==> config.mk <==
export PLATFORM = sky130hd
export DESIGN_NAME = mash_modulator
export DESIGN_NICKNAME = d
export VERILOG_FILES = /design/src/rtl/mash_modulator.sv
export SDC_FILE = /design/constraint.sdc
export NUM_CORES = 1
export LEC_CHECK = 0
export BUFFER_PORTS_ARGS = -buffer_cell sky130_fd_sc_hd__buf_4
export CELL_PAD_IN_SITES_DETAIL_PLACEMENT = 0
export CELL_PAD_IN_SITES_GLOBAL_PLACEMENT = 1
export CORE_UTILIZATION = 41
export CTS_CLUSTER_SIZE = 28
export DETAILED_ROUTE_END_ITERATION = 16
export PLACE_DENSITY = 0.69
export SLEW_MARGIN = 25
export SYNTH_ARGS = -nofsm -noshare
export SYNTH_HDL_FRONTEND = slang
export SYNTH_SLANG_ARGS = --single-unit
==> constraint.sdc <==
create_clock -name clk -period 2.59 [get_ports clk]
set_input_delay 0.1295 -clock clk [delete_from_list [all_inputs] [get_ports clk]]
set_output_delay 0.1295 -clock clk [all_outputs]
set_load 0.01 [all_outputs]
==> src/rtl/mash_modulator.sv <==
// rtl/mash_modulator.sv - MASH 1-1-..-1 delta-sigma modulator with LSB dither and fractional-word handshake
module mash_modulator #(
    parameter int          WIDTH     = 16,
    parameter int          ORDER     = 3,
    parameter bit          DITHER_EN = 1'b1,
    parameter logic [15:0] LFSR_SEED = 16'hACE1
) (
    input  logic             clk,
    input  logic             rst_n,
    input  logic             en,
    input  logic [WIDTH-1:0] frac_in,
    input  logic             frac_load,
    output logic             frac_pend,
    input  logic             dither_en,
    output logic [3:0]       y_out,
    output logic             y_valid,
    output logic [ORDER-1:0] c_out,
    output logic [WIDTH-1:0] e_out
);

    logic [WIDTH-1:0] active_q;
    logic [WIDTH-1:0] pend_q;
    logic             pend_flag_q;
    logic [WIDTH-1:0] acc_q  [ORDER];
    // bit j of a stage's history = that stage's carry delayed j enabled cycles
    logic [ORDER-1:0] hist_q [ORDER];
    logic [15:0]      lfsr_q;
    logic [2:0]       warm_cnt_q;
    logic [3:0]       y_q;
    logic             y_valid_q;

    logic             warm;
    logic             cin;
    logic             lfsr_fb;
    logic [WIDTH-1:0] stage_in [ORDER];
    logic [WIDTH:0]   sum_d    [ORDER];
    logic [3:0]       y_d;

    assign warm    = (warm_cnt_q == 3'(ORDER + 1));
    assign cin     = lfsr_q[0] & dither_en & DITHER_EN;
    assign lfsr_fb = lfsr_q[0] ^ lfsr_q[2] ^ lfsr_q[3] ^ lfsr_q[5];

    always_comb begin
        stage_in[0] = active_q;
        for (int k = 1; k < ORDER; k++) begin
            stage_in[k] = acc_q[k-1];
        end
        for (int k = 0; k < ORDER; k++) begin
            sum_d[k] = {1'b0, acc_q[k]} + {1'b0, stage_in[k]} + {{WIDTH{1'b0}}, (k == 0) && cin};
        end
    end

    // Noise cancellation aligned to the k-1 cycle lag of each later stage; 4-bit wrap is two's complement
    generate
        if (ORDER == 1) begin : g_ncl1
            assign y_d = {3'b0, hist_q[0][0]};
        end else if (ORDER == 2) begin : g_ncl2
            assign y_d = {3'b0, hist_q[0][1]} + {3'b0, hist_q[1][0]} - {3'b0, hist_q[1][1]};
        end else begin : g_ncl3
            assign y_d = {3'b0, hist_q[0][2]}
                       + {3'b0, hist_q[1][1]} - {3'b0, hist_q[1][2]}
                       + {3'b0, hist_q[2][0]} - {2'b0, hist_q[2][1], 1'b0} + {3'b0, hist_q[2][2]};
        end
    endgenerate

    always_ff @(posedge clk) begin
        if (!rst_n) begin
            active_q    <= '0;
            pend_q      <= '0;
            pend_flag_q <= 1'b0;
            for (int k = 0; k < ORDER; k++) begin
                acc_q[k]  <= '0;
                hist_q[k] <= '0;
            end
            lfsr_q      <= LFSR_SEED;
            warm_cnt_q  <= '0;
            y_q         <= '0;
            y_valid_q   <= 1'b0;
        end else begin
            if (frac_load) begin
                pend_q <= frac_in;
            end
            // a load arriving with the apply keeps the flag set for the newly captured word
            if (en && pend_flag_q) begin
                active_q    <= pend_q;
                pend_flag_q <= frac_load;
            end else if (frac_load) begin
                pend_flag_q <= 1'b1;
            end
            y_valid_q <= en & warm;
            if (en) begin
                for (int k = 0; k < ORDER; k++) begin
                    acc_q[k]  <= sum_d[k][WIDTH-1:0];
                    hist_q[k] <= (hist_q[k] << 1) | ORDER'(sum_d[k][WIDTH]);
                end
                y_q <= y_d;
                if (!warm) begin
                    warm_cnt_q <= warm_cnt_q + 3'd1;
                end
                if (DITHER_EN) begin
                    lfsr_q <= {lfsr_fb, lfsr_q[15:1]};
                end
            end
        end
    end

    always_comb begin
        c_out = '0;
        for (int k = 0; k < ORDER; k++) begin
            c_out[k] = hist_q[k][0];
        end
    end

    assign y_out     = y_q;
    assign y_valid   = y_valid_q;
    assign frac_pend = pend_flag_q;
    assign e_out     = acc_q[ORDER-1];

endmodule

# Word level (Yosys, flattened, before mapping)
# Memories as Yosys holds them, arrays and structs flattened.
# Index checks and enable logic that the tools add are counted.
[word_totals]
elab_cells = 50
ff_bits = 57
output_inout_bits = 25
ram_bits = 57
memories = 2
inputBits = 21
[op_classes]
n_bitwise = 15
eq_ne = 1
addsub = 10
reduce_logical = 3
mux = 12
[memory_table]
columns = ["memory", "depth", "word_bits", "read_ports", "rd_ports_with_merged_regs", "wr", "line", "source"]
rows = [
  ["acc_q", 3, 16, 3, 0, 3, "24", "logic [WIDTH-1:0] acc_q [ORDER];"],
  ["hist_q", 3, 3, 3, 0, 3, "26", "logic [ORDER-1:0] hist_q [ORDER];"],
]
[ops]
columns = ["op", "count"]
rows = [
  ["16-bit by 16-bit adder with 17-bit output", 3],
  ["16-bit two-way mux", 3],
  ["17-bit by 1-bit adder with 17-bit output", 1],
  ["3-bit two-way mux", 3],
  ["3-bit by 1-bit bitwise OR with 3-bit output", 3],
  ["1-bit two-way mux", 6],
  ["1-bit bitwise OR", 6],
  ["3-bit by 2-bit adder with 4-bit output", 1],
  ["4-bit by 1-bit adder with 4-bit output", 1],
  ["4-bit by 2-bit subtractor with 4-bit output", 1],
  ["3-bit by 1-bit adder with 3-bit output, second input constant", 1],
  ["3-bit == test, second input constant", 1],
  ["2-bit by 1-bit subtractor with 3-bit output", 1],
  ["1-bit XOR", 3],
  ["1-bit by 1-bit adder with 2-bit output", 1],
  ["1-bit bitwise AND", 2],
  ["2-bit AND reduction", 1],
  ["2-bit nonzero test", 1],
  ["1-bit logical AND", 1],
  ["1-bit NOT", 1],
]

# Longest topological paths before layout
# Gate-level depths: netlist (run 1).
[logic_depth]
word_depth = 5
ltp_mapped = 12
mapped_depth_nobuf = 12

# Least setup slack after synthesis (run 1)
# No wires, ideal clock.
[synth_path]
path_kind = "input port to flip-flop"
start = "input en"
end = "memory acc_q[0][0], enable pin"
path_stages = 3
required_time_ns = 2.166
n_path_buf = 2
t_arrival_ns = 2.196
setup_time_ns = 0.424
path_slack_ns = -0.030
cell_sequence = "buf_2 -> buf_1 -> nand2b_1"
[synth_lines]
columns = ["element", "line", "source"]
rows = [
  ["start, declared", "10", "input logic en,"],
  ["end, declared", "24", ""],
]

==> impl_metrics.toml, run 1 <==
[outcome]
status = "complete, no violations"

[critical_path]
cp_max_fo = 3
cp_slowest_stage_delay_ns = 0.42
crit_family = "compound AO/OA/AOI/OAI gates"
crit_path_end_kind = "flip-flop"
worstSetupStartpointType = "flip-flop"
cp-startpoint = "acc_q[0][16]"
crit_cells = 9
worst_path_max_delay_cell = "fa_2"
critPathKind = "reg -> reg"
critPathCapture = "acc_q[0][28]"
r2r-start = "acc_q[0][16]"
path_cells = "ha_2 > fa_2 > a211oi_4 > o2111ai_2 > a221oi_2 > buf_4 > a21oi_1 > xnor2_1 > nor2_1"
timing.rr.end = "acc_q[0][28]"
cp.arrival_ns = 2.64
path_buf_inv = 1
r2r_slack_ns = 0.08
required_ns = 2.73
rr_worst_depth = 9

[floorplanning]
std_cell_rows = 46
die_area_mm2 = 0.0166
die_h_um = 129
core_mm2 = 0.0158
start_util = 0.417
dieWidth_um = 129
ioPinCount = 46

[clocking]
clock_latency_ns = 0.43
clockBufferDepth = 2
cts_root_buf = "clkbuf_16"
path_clk_slew_ns = 0.05
cts_buffers = 17
tritoncts = "done"
cts.sinks = 114
htreeDepth = 4

[yosys]
ys_top_cells_by_area = "edfxtp_1 26%, dfxtp_1 17%, ha_1 10%, mux2i_1 5.2%, nand2_1 4.0%"
syn_area_per_cell_um2 = 9.86
synth_cell_types = 50
synth_top_area_cell = "edfxtp_1"
synth-edff-count = 57
netlist.area_leader.share = 0.259
seq_area_frac_synth = 0.432
syn_nets = 752
ys_async_sr_fraction = 0
syn_inst = 670
synth_seq_cells = 114
ys_warn_count = 0
synth_flop_cell = "edfxtp_1"
synth.cell_area_mm2 = 0.00661

[placed_design]
io_buffers = 45
preCtsSetupSlack_ns = -0.0610
dpl.hpwl_um = 10100
dpl.cell_count = 908
placed_area_mm2 = 0.00714
gp_congestion = 0.828

[sta]
fmax_mhz = 399
setup_tns_ns = 0
finalClockSkew_ns = 0.0319
rsz0062_at_grt = "yes"
fin_hold_ws_ns = 0.144
hold_viol_final = 0
min_period_ns = 2.51
maxSlewHeadroom = 0.622
tightest_slew_ns = 0.566
timing.final.ws_setup_ns = 0.0830
report.final.slew_viol_count = 0
setup_violations = 0
min_period_over_period = 0.968

[power_and_ir_drop]
power.share.switching = 0.272
p_seq_frac = 0.417
cellLeakagePower_uw = 0.00337
switching_power_uw = 1390
p_int_uw = 3720
ir_drop_mv = 0.412
combPwrFrac = 0.174
powerDensity_mw_per_mm2 = 647
power_frac_clock = 0.409

[grt]
grt_pass1_vias = 4734
grt-ovfl-total = 0
track_usage = 0.182
grt_pass1_wl_um = 23100
grt_max_degree = 69
antenna_found_initial = 0

[layout]
final_area_mm2 = 0.00789
final_common_cell = "nand2_1"
finalNonFillerCells = 958
syn_to_final_growth_pct = 19.5
final_cell_mix = "70 x nand2_1, 64 x buf_4, 57 x edfxtp_1, 57 x dfxtp_1, 56 x nor2_1"
fin_nets = 811
diodes = 0
drive_gt1_frac = 0.140

[detailed_routing]
route.detailed.drc = 0
avgViaCountPerCell = 5.06
wl_per_cell_um = 14.6
antenna_left = 0
firstDrtPassIters = 4
vias = 4847
drt_iter0_drc = 196
routed_wl_um = 14000

[run]
cap_violations = 0

[hold_path]
holdCritPathClass = "in -> reg"
==> sequential cells by signal, indices dropped and copies added (netlist names) <==
| name | flops |
|---|---|
| acc_q | 48 |
| active_q | 16 |
| lfsr_q | 16 |
| pend_q | 16 |
| hist_q | 9 |
| y_out | 4 |
| warm_cnt_q | 3 |
| frac_pend | 1 |
| y_valid | 1 |
==> synth_stat cells, types with 2 or more instances <==
| master | number |
|---|---|
| a211o_1 | 4 |
| a211oi_1 | 12 |
| a21boi_0 | 18 |
| a21o_1 | 8 |
| a21oi_1 | 33 |
| a221oi_1 | 2 |
| a31oi_1 | 2 |
| and2_1 | 4 |
| and3_1 | 13 |
| buf_1 | 3 |
| buf_2 | 2 |
| buf_4 | 19 |
| clkbuf_1 | 17 |
| dfxtp_1 | 57 |
| edfxtp_1 | 57 |
| fa_1 | 6 |
| ha_1 | 55 |
| inv_1 | 24 |
| mux2i_1 | 34 |
| nand2_1 | 70 |
| nand2b_1 | 5 |
| nand3_1 | 9 |
| nand4_1 | 6 |
| nor2_1 | 56 |
| nor2b_1 | 30 |
| nor3_1 | 12 |
| nor3b_1 | 4 |
| o211ai_1 | 4 |
| o21a_1 | 12 |
| o21ai_0 | 31 |
| o21bai_1 | 5 |
| o31a_1 | 2 |
| o31ai_1 | 3 |
| or3_1 | 2 |
| xnor2_1 | 24 |
| xor2_1 | 11 |
==> kinds of logic after synthesis <==
group	count (synthesis)	share of synthesized area
flip-flops	114	0.432
AND/OR/NAND/NOR	214	0.153
XOR/XNOR	35	0.0464
buffers and inverters	65	0.0481
AO/OA/AOI/OAI	147	0.147
multiplexers	34	0.0515
adder cells (fa/ha/maj)	61	0.122
==> worst min-delay path by stage <==
stage,cells past startpoint,to,startpoint,slack (ns)
2_1_floorplan,2,pend_q[0],frac_in[0],0.30
3_3_place_gp,3,pend_q[15],frac_in[15],0.38
3_5_place_dp,3,pend_q[2],frac_in[2],0.39
4_1_cts,2,lfsr_q[5],rst_n,0.13
5_1_grt,2,frac_pend,frac_load,0.16
6_report,2,lfsr_q[11],rst_n,0.14
==> stage by stage <==
stage	util	power, µW
6_report	0.498	5100
4_1_cts	0.495	5150
2_1_floorplan	-	2790
5_1_grt	0.498	5360
3_5_place_dp	0.451	3020
3_3_place_gp	0.451	3000
==> metal layers <==
layer	vias to the layer above	share of wire	global-route usage	routed length [µm]
met4	0	0.0099	0.0657	139
met3	11	0.027	0.0424	373
met5	-	0	0	0
met1	2237	0.48	0.228	6740
li1	2511	-	-	-
met2	88	0.48	0.304	6770
==> power by group through the flow <==
stage	registers [µW]	logic, µW	clock network, µW
floorplan	2130	653	0
global placement	2160	840	0
detailed placement	2170	851	0
CTS	2130	880	2140
global route	2140	1000	2220
finish	2130	890	2090
==> final cells by class <==
cell class	instances	area, µm²
Fill cell	1456	7940
Clock buffer	21	462
Multi-Input combinational cell	491	3490
Tap cell	216	270
Inverter	24	90.1
Clock inverter	11	61.3
Timing Repair Buffer	81	661
Sequential cell	114	2850
==> what timing repair did <==
action,4_1_cts,5_1_grt
hold buffers,16,0
buffers inserted,0,2
pin swaps,1,7
resized for setup,3,10
setup endpoints to repair,7,11
hold endpoints to repair,16,0
Power figures use the tool's default switching activity.
==> inputs of run 2 (changes only) <==
--- a/config.mk
+++ b/config.mk
@@ -12,6 +12,7 @@
 export CTS_CLUSTER_SIZE = 28
 export DETAILED_ROUTE_END_ITERATION = 16
 export PLACE_DENSITY = 0.69
+export REMOVE_ABC_BUFFERS = 1
 export SLEW_MARGIN = 25
 export SYNTH_ARGS = -nofsm -noshare
 export SYNTH_HDL_FRONTEND = slang
==> impl_metrics.toml, run 2 (synthesis results as in run 1) <==
[outcome]
status = "complete, no violations"

[detailed_routing]
avgViaCountPerCell = 5.04
route.detailed.drc = 0
antenna_left = 0
wl_per_cell_um = 13.7
routed_wl_um = 13100
firstDrtPassIters = 4
vias = 4834
drt_iter0_drc = 209

[sta]
setup_violations = 0
finalClockSkew_ns = 0.0120
maxSlewHeadroom = 0.624
fmax_mhz = 393
min_period_ns = 2.54
tightest_slew_ns = 0.565
hold_viol_final = 0
report.final.slew_viol_count = 0
rsz0062_at_grt = "yes"
min_period_over_period = 0.982

[critical_path]
critPathKind = "reg -> reg"
cp_max_fo = 3
worst_path_max_delay_cell = "edfxtp_1"
cp_slowest_stage_delay_ns = 0.41
worstSetupStartpointType = "flip-flop"
crit_family = "compound AO/OA/AOI/OAI gates"
crit_path_end_kind = "flip-flop"
path_buf_inv = 2
r2r_slack_ns = 0.05
required_ns = 2.73
cp.arrival_ns = 2.69
path_cells = "buf_6 > ha_4 > fa_2 > a211oi_2 > o2111ai_1 > a221oi_1 > buf_4 > a32oi_2 > xnor2_1 > nor2_1"

[placed_design]
dpl.cell_count = 906
dpl.hpwl_um = 9560
gp_congestion = 0.915
placed_area_mm2 = 0.00713
io_buffers = 45

[clocking]
tritoncts = "done"
cts.sinks = 114
cts_buffers = 17
htreeDepth = 4
clockBufferDepth = 2
cts_root_buf = "clkbuf_16"
path_clk_slew_ns = 0.05
clock_latency_ns = 0.42

[run]
cap_violations = 0

[power_and_ir_drop]
power_frac_clock = 0.427
p_int_uw = 3930
p_seq_frac = 0.404
switching_power_uw = 1330
powerDensity_mw_per_mm2 = 660
cellLeakagePower_uw = 0.00340
power.share.switching = 0.253
ir_drop_mv = 0.466
combPwrFrac = 0.169
total_power_uw = 5260

[floorplanning]
dieWidth_um = 129
ioPinCount = 46
core_mm2 = 0.0158
die_h_um = 129
start_util = 0.417
std_cell_rows = 46
die_area_mm2 = 0.0166

[grt]
track_usage = 0.172
grt-ovfl-total = 0
grt_max_degree = 53
grt_pass1_vias = 4734
antenna_found_initial = 0
grt_pass1_wl_um = 21900

[layout]
final_common_cell = "nand2_1"
finalNonFillerCells = 959
fin_nets = 812
nFillCells = 1444
final_area_mm2 = 0.00796
final_cell_mix = "70 x nand2_1, 63 x buf_4, 57 x edfxtp_1, 57 x dfxtp_1, 55 x nor2_1"
regMostFlops = "acc_q"
register_area_mm2 = 0.00285
multi_input_area_mm2 = 0.00349
syn_to_final_growth_pct = 20.6
diodes = 0
largest_reg_flops = 48
drive_gt1_frac = 0.141

[hold_path]
holdCritPathClass = "in -> reg"
==> run 2: changes by cell type in the layout (fill, tap and decap cells not counted), sizes merged <==
cell      change
clkbuf        +6
clkinvlp      -1
inv           -2
bufinv        +1
clkinv        -4
buf           +1
==> run 2: per-layer routing <==
metal / GRT usage / up-vias / part of all wire
li1: - / 2505 / -
met1: 0.209 / 2215 / 0.47
met2: 0.283 / 90 / 0.46
met3: 0.0474 / 24 / 0.040
met4: 0.0782 / 0 / 0.023
met5: 0 / - / 0
==> run 2: worst register-to-register path, delay by kind of cell, from the launching register on <==
kind	cells	cell delay, ns
xor gates and xnor gates	1	0.17
AOI/OAI and AO/OA	4	0.80
and+or+nand+nor	1	0.05
DFF	1	0.41
adders and majority gates	2	0.53
buffers and inverters	2	0.33
==> run 2: area by class of cell <==
cell class	count	area share
Multi-Input combinational cell	491	0.438
Sequential cell	114	0.358
Timing Repair Buffer	82	0.0859
Clock buffer	27	0.0658
Tap cell	216	0.0339
Inverter	24	0.0113
Clock inverter	5	0.00628
==> run 2: path summary, 6_finish.rpt <==
kind / cells after the start / startpoint / end
worst min-delay path: 2 / rst_n / y_out[1]
worst max-delay path: 10 / acc_q[0][16] / acc_q[0][30]
worst max register to register: 10 / acc_q[0][16] / acc_q[0][30]
worst min register to register: 2 / pend_q[10] / active_q[10]
==> run 2: repair_timing <==
action,4_1_cts,5_1_grt
endpoints found under the hold margin,16,0
pin swaps,2,9
buffers inserted,0,5
hold buffers,16,0
gates resized for setup,4,12
setup endpoints to repair,6,15
==> run 2: through the flow <==
step           hold WS, ns  TNS, ns  setup WS (ns)  utilization
3_5_place_dp         0.392   -0.398        -0.0978        0.451
5_1_grt             0.0671   -0.100        -0.0399        0.503
4_1_cts             0.0577        0        0.00284        0.498
6_report            0.0699        0         0.0460        0.503
3_3_place_gp         0.386   -0.352         -0.111        0.451
2_1_floorplan        0.191        0         0.0320            -
==> run 2: power groups by stage <==
stage	Clock [µW]	Combinational, µW	Sequential, µW
floorplan	0	569	2150
global placement	0	830	2160
detailed placement	0	843	2160
CTS	2300	871	2130
global route	2380	999	2140
finish	2240	888	2130
==> inputs of run 3 (changes only) <==
--- a/config.mk
+++ b/config.mk
@@ -11,7 +11,7 @@
 export CORE_UTILIZATION = 41
 export CTS_CLUSTER_SIZE = 28
 export DETAILED_ROUTE_END_ITERATION = 16
-export PLACE_DENSITY = 0.69
+export PLACE_DENSITY_LB_ADDON = 0.1
 export REMOVE_ABC_BUFFERS = 1
 export SLEW_MARGIN = 25
 export SYNTH_ARGS = -nofsm -noshare
==> impl_metrics.toml, run 3 (synthesis results as in run 1) <==
[grt]
grt-ovfl-total = 0
track_usage = 0.165
grt_pass1_wl_um = 21100
antenna_found_initial = 0
grt_pass1_vias = 4508
grt_max_degree = 65

[placed_design]
gp_congestion = 0.913
dpl.hpwl_um = 9240
io_buffers = 45

[power_and_ir_drop]
switching_power_uw = 1390
power.share.switching = 0.258
powerDensity_mw_per_mm2 = 677
combPwrFrac = 0.162
cellLeakagePower_uw = 0.00339
p_int_uw = 3990
power_frac_clock = 0.443
p_seq_frac = 0.395
ir_drop_mv = 0.454

[clocking]
cts.sinks = 114
clock_latency_ns = 0.41
cts_root_buf = "clkbuf_16"
path_clk_slew_ns = 0.05
cts_buffers = 17
htreeDepth = 4
clockBufferDepth = 2
tritoncts = "done"

[sta]
report.final.slew_viol_count = 0
fmax_mhz = 402
setup_violations = 0
hold_viol_final = 0
finalClockSkew_ns = 0.0106
tightest_slew_ns = 0.586
maxSlewHeadroom = 0.599
min_period_over_period = 0.960
min_period_ns = 2.49
fin_hold_ws_ns = 0.102

[critical_path]
cp-startpoint = "acc_q[0][1]"
crit_path_end_kind = "flip-flop"
cp.arrival_ns = 2.64
r2r-start = "acc_q[0][1]"
worstSetupStartpointType = "flip-flop"
cp_max_fo = 4
critPathKind = "reg -> reg"
required_ns = 2.74

[detailed_routing]
wl_met2_um = 5850
avgViaCountPerCell = 4.98
drt_iter0_drc = 150
top_layer_used = "met4"
firstDrtPassIters = 4
vias = 4758
wl_met3_um = 317
antenna_left = 0
route.detailed.drc = 0
routed_wl_um = 13000
wl_per_cell_um = 13.6
met1Wirelength_um = 6600

[floorplanning]
std_cell_rows = 46
die_area_mm2 = 0.0166
ioPinCount = 46
dieWidth_um = 129
die_h_um = 129
core_mm2 = 0.0158
start_util = 0.417

[layout]
drive_gt1_frac = 0.145
final_util = 0.502
final_cell_mix = "70 x nand2_1, 62 x buf_4, 57 x edfxtp_1, 57 x dfxtp_1, 56 x nor2_1"
regMostFlops = "acc_q"
syn_to_final_growth_pct = 20.4
final_common_cell = "nand2_1"
largest_reg_flops = 48
fin_nets = 808
diodes = 0

[hold_path]
holdCritPathClass = "in -> reg"
holdCritStartpoint = "rst_n"

[run]
cap_violations = 0

[outcome]
status = "complete, no violations"
[run 3: cell count changes in the layout (fill, tap and decap cells not counted), moves of 2 or more]
cell       before  now
clkbuf_1        5    1
inv_4           0    4
clkinv_2        4    1
clkinv_4        0    3
buf_12          2    0
clkbuf_16      18   20
clkbuf_8        4    2
[run 3: power by group through the flow]
stage               registers, µW  clock network (µW)  logic [µW]
floorplan                    2150                   0         569
global placement             2160                   0         819
detailed placement           2160                   0         831
CTS                          2130                2450         859
global route                 2140                2510         979
finish                       2130                2380         871
[run 3: final cells by class]
| type | instances | area, µm² |
|---|---|---|
| inverters | 24 | 90.1 |
| flip-flops and latches | 114 | 2850 |
| repair buffers | 78 | 626 |
| clock inverters | 9 | 86.3 |
| multi-input cells | 491 | 3500 |
| well taps | 216 | 270 |
| clock buffers | 23 | 532 |
| fillers | 1485 | 7880 |
[run 3: stage by stage]
stage	setup TNS [ns]	total power (µW)	area, µm²	setup WS (ns)	std cells
after floorplan	0	2720	6380	0.0320	629
after global placement	-0.152	2980	7100	-0.0806	905
after detailed placement	-0.212	3000	7100	-0.0764	905
after CTS	0	5430	7890	0.00137	953
after global routing	-0.00132	5630	7950	-0.00132	955
final	0	5380	7950	0.104	955
[run 3: timing repair]
item	CTS	global route
setup endpoints to repair	7	13
cloned	0	0
hold buffers	16	0
buffers inserted	0	2
gates resized for setup	4	11
hold endpoints to repair	16	0
pin swaps	1	4
[run 3: path summary, 6_finish.rpt]
check,endpoint,slack [ns],cells after the start
max,acc_q[0][13],0.10,7
min,hist_q[0][1],0.10,2
max reg2reg,acc_q[0][13],0.10,7
min reg2reg,active_q[10],0.47,2
[run 3: worst max-delay path, cell delays in order (launching register included)]
cell and delay [ns]:
edfxtp_1 0.50, ha_1 0.31, nor2b_1 0.14, o31a_1 0.27, o31a_1 0.27, a211o_1 0.32
a221oi_2 0.31, mux2i_1 0.11
[run 3: metal layers]
metal | track usage | up-vias
li1 | - | 2499
met1 | 0.213 | 2159
met2 | 0.260 | 84
met3 | 0.0412 | 16
met4 | 0.0761 | 0
met5 | 0 | -
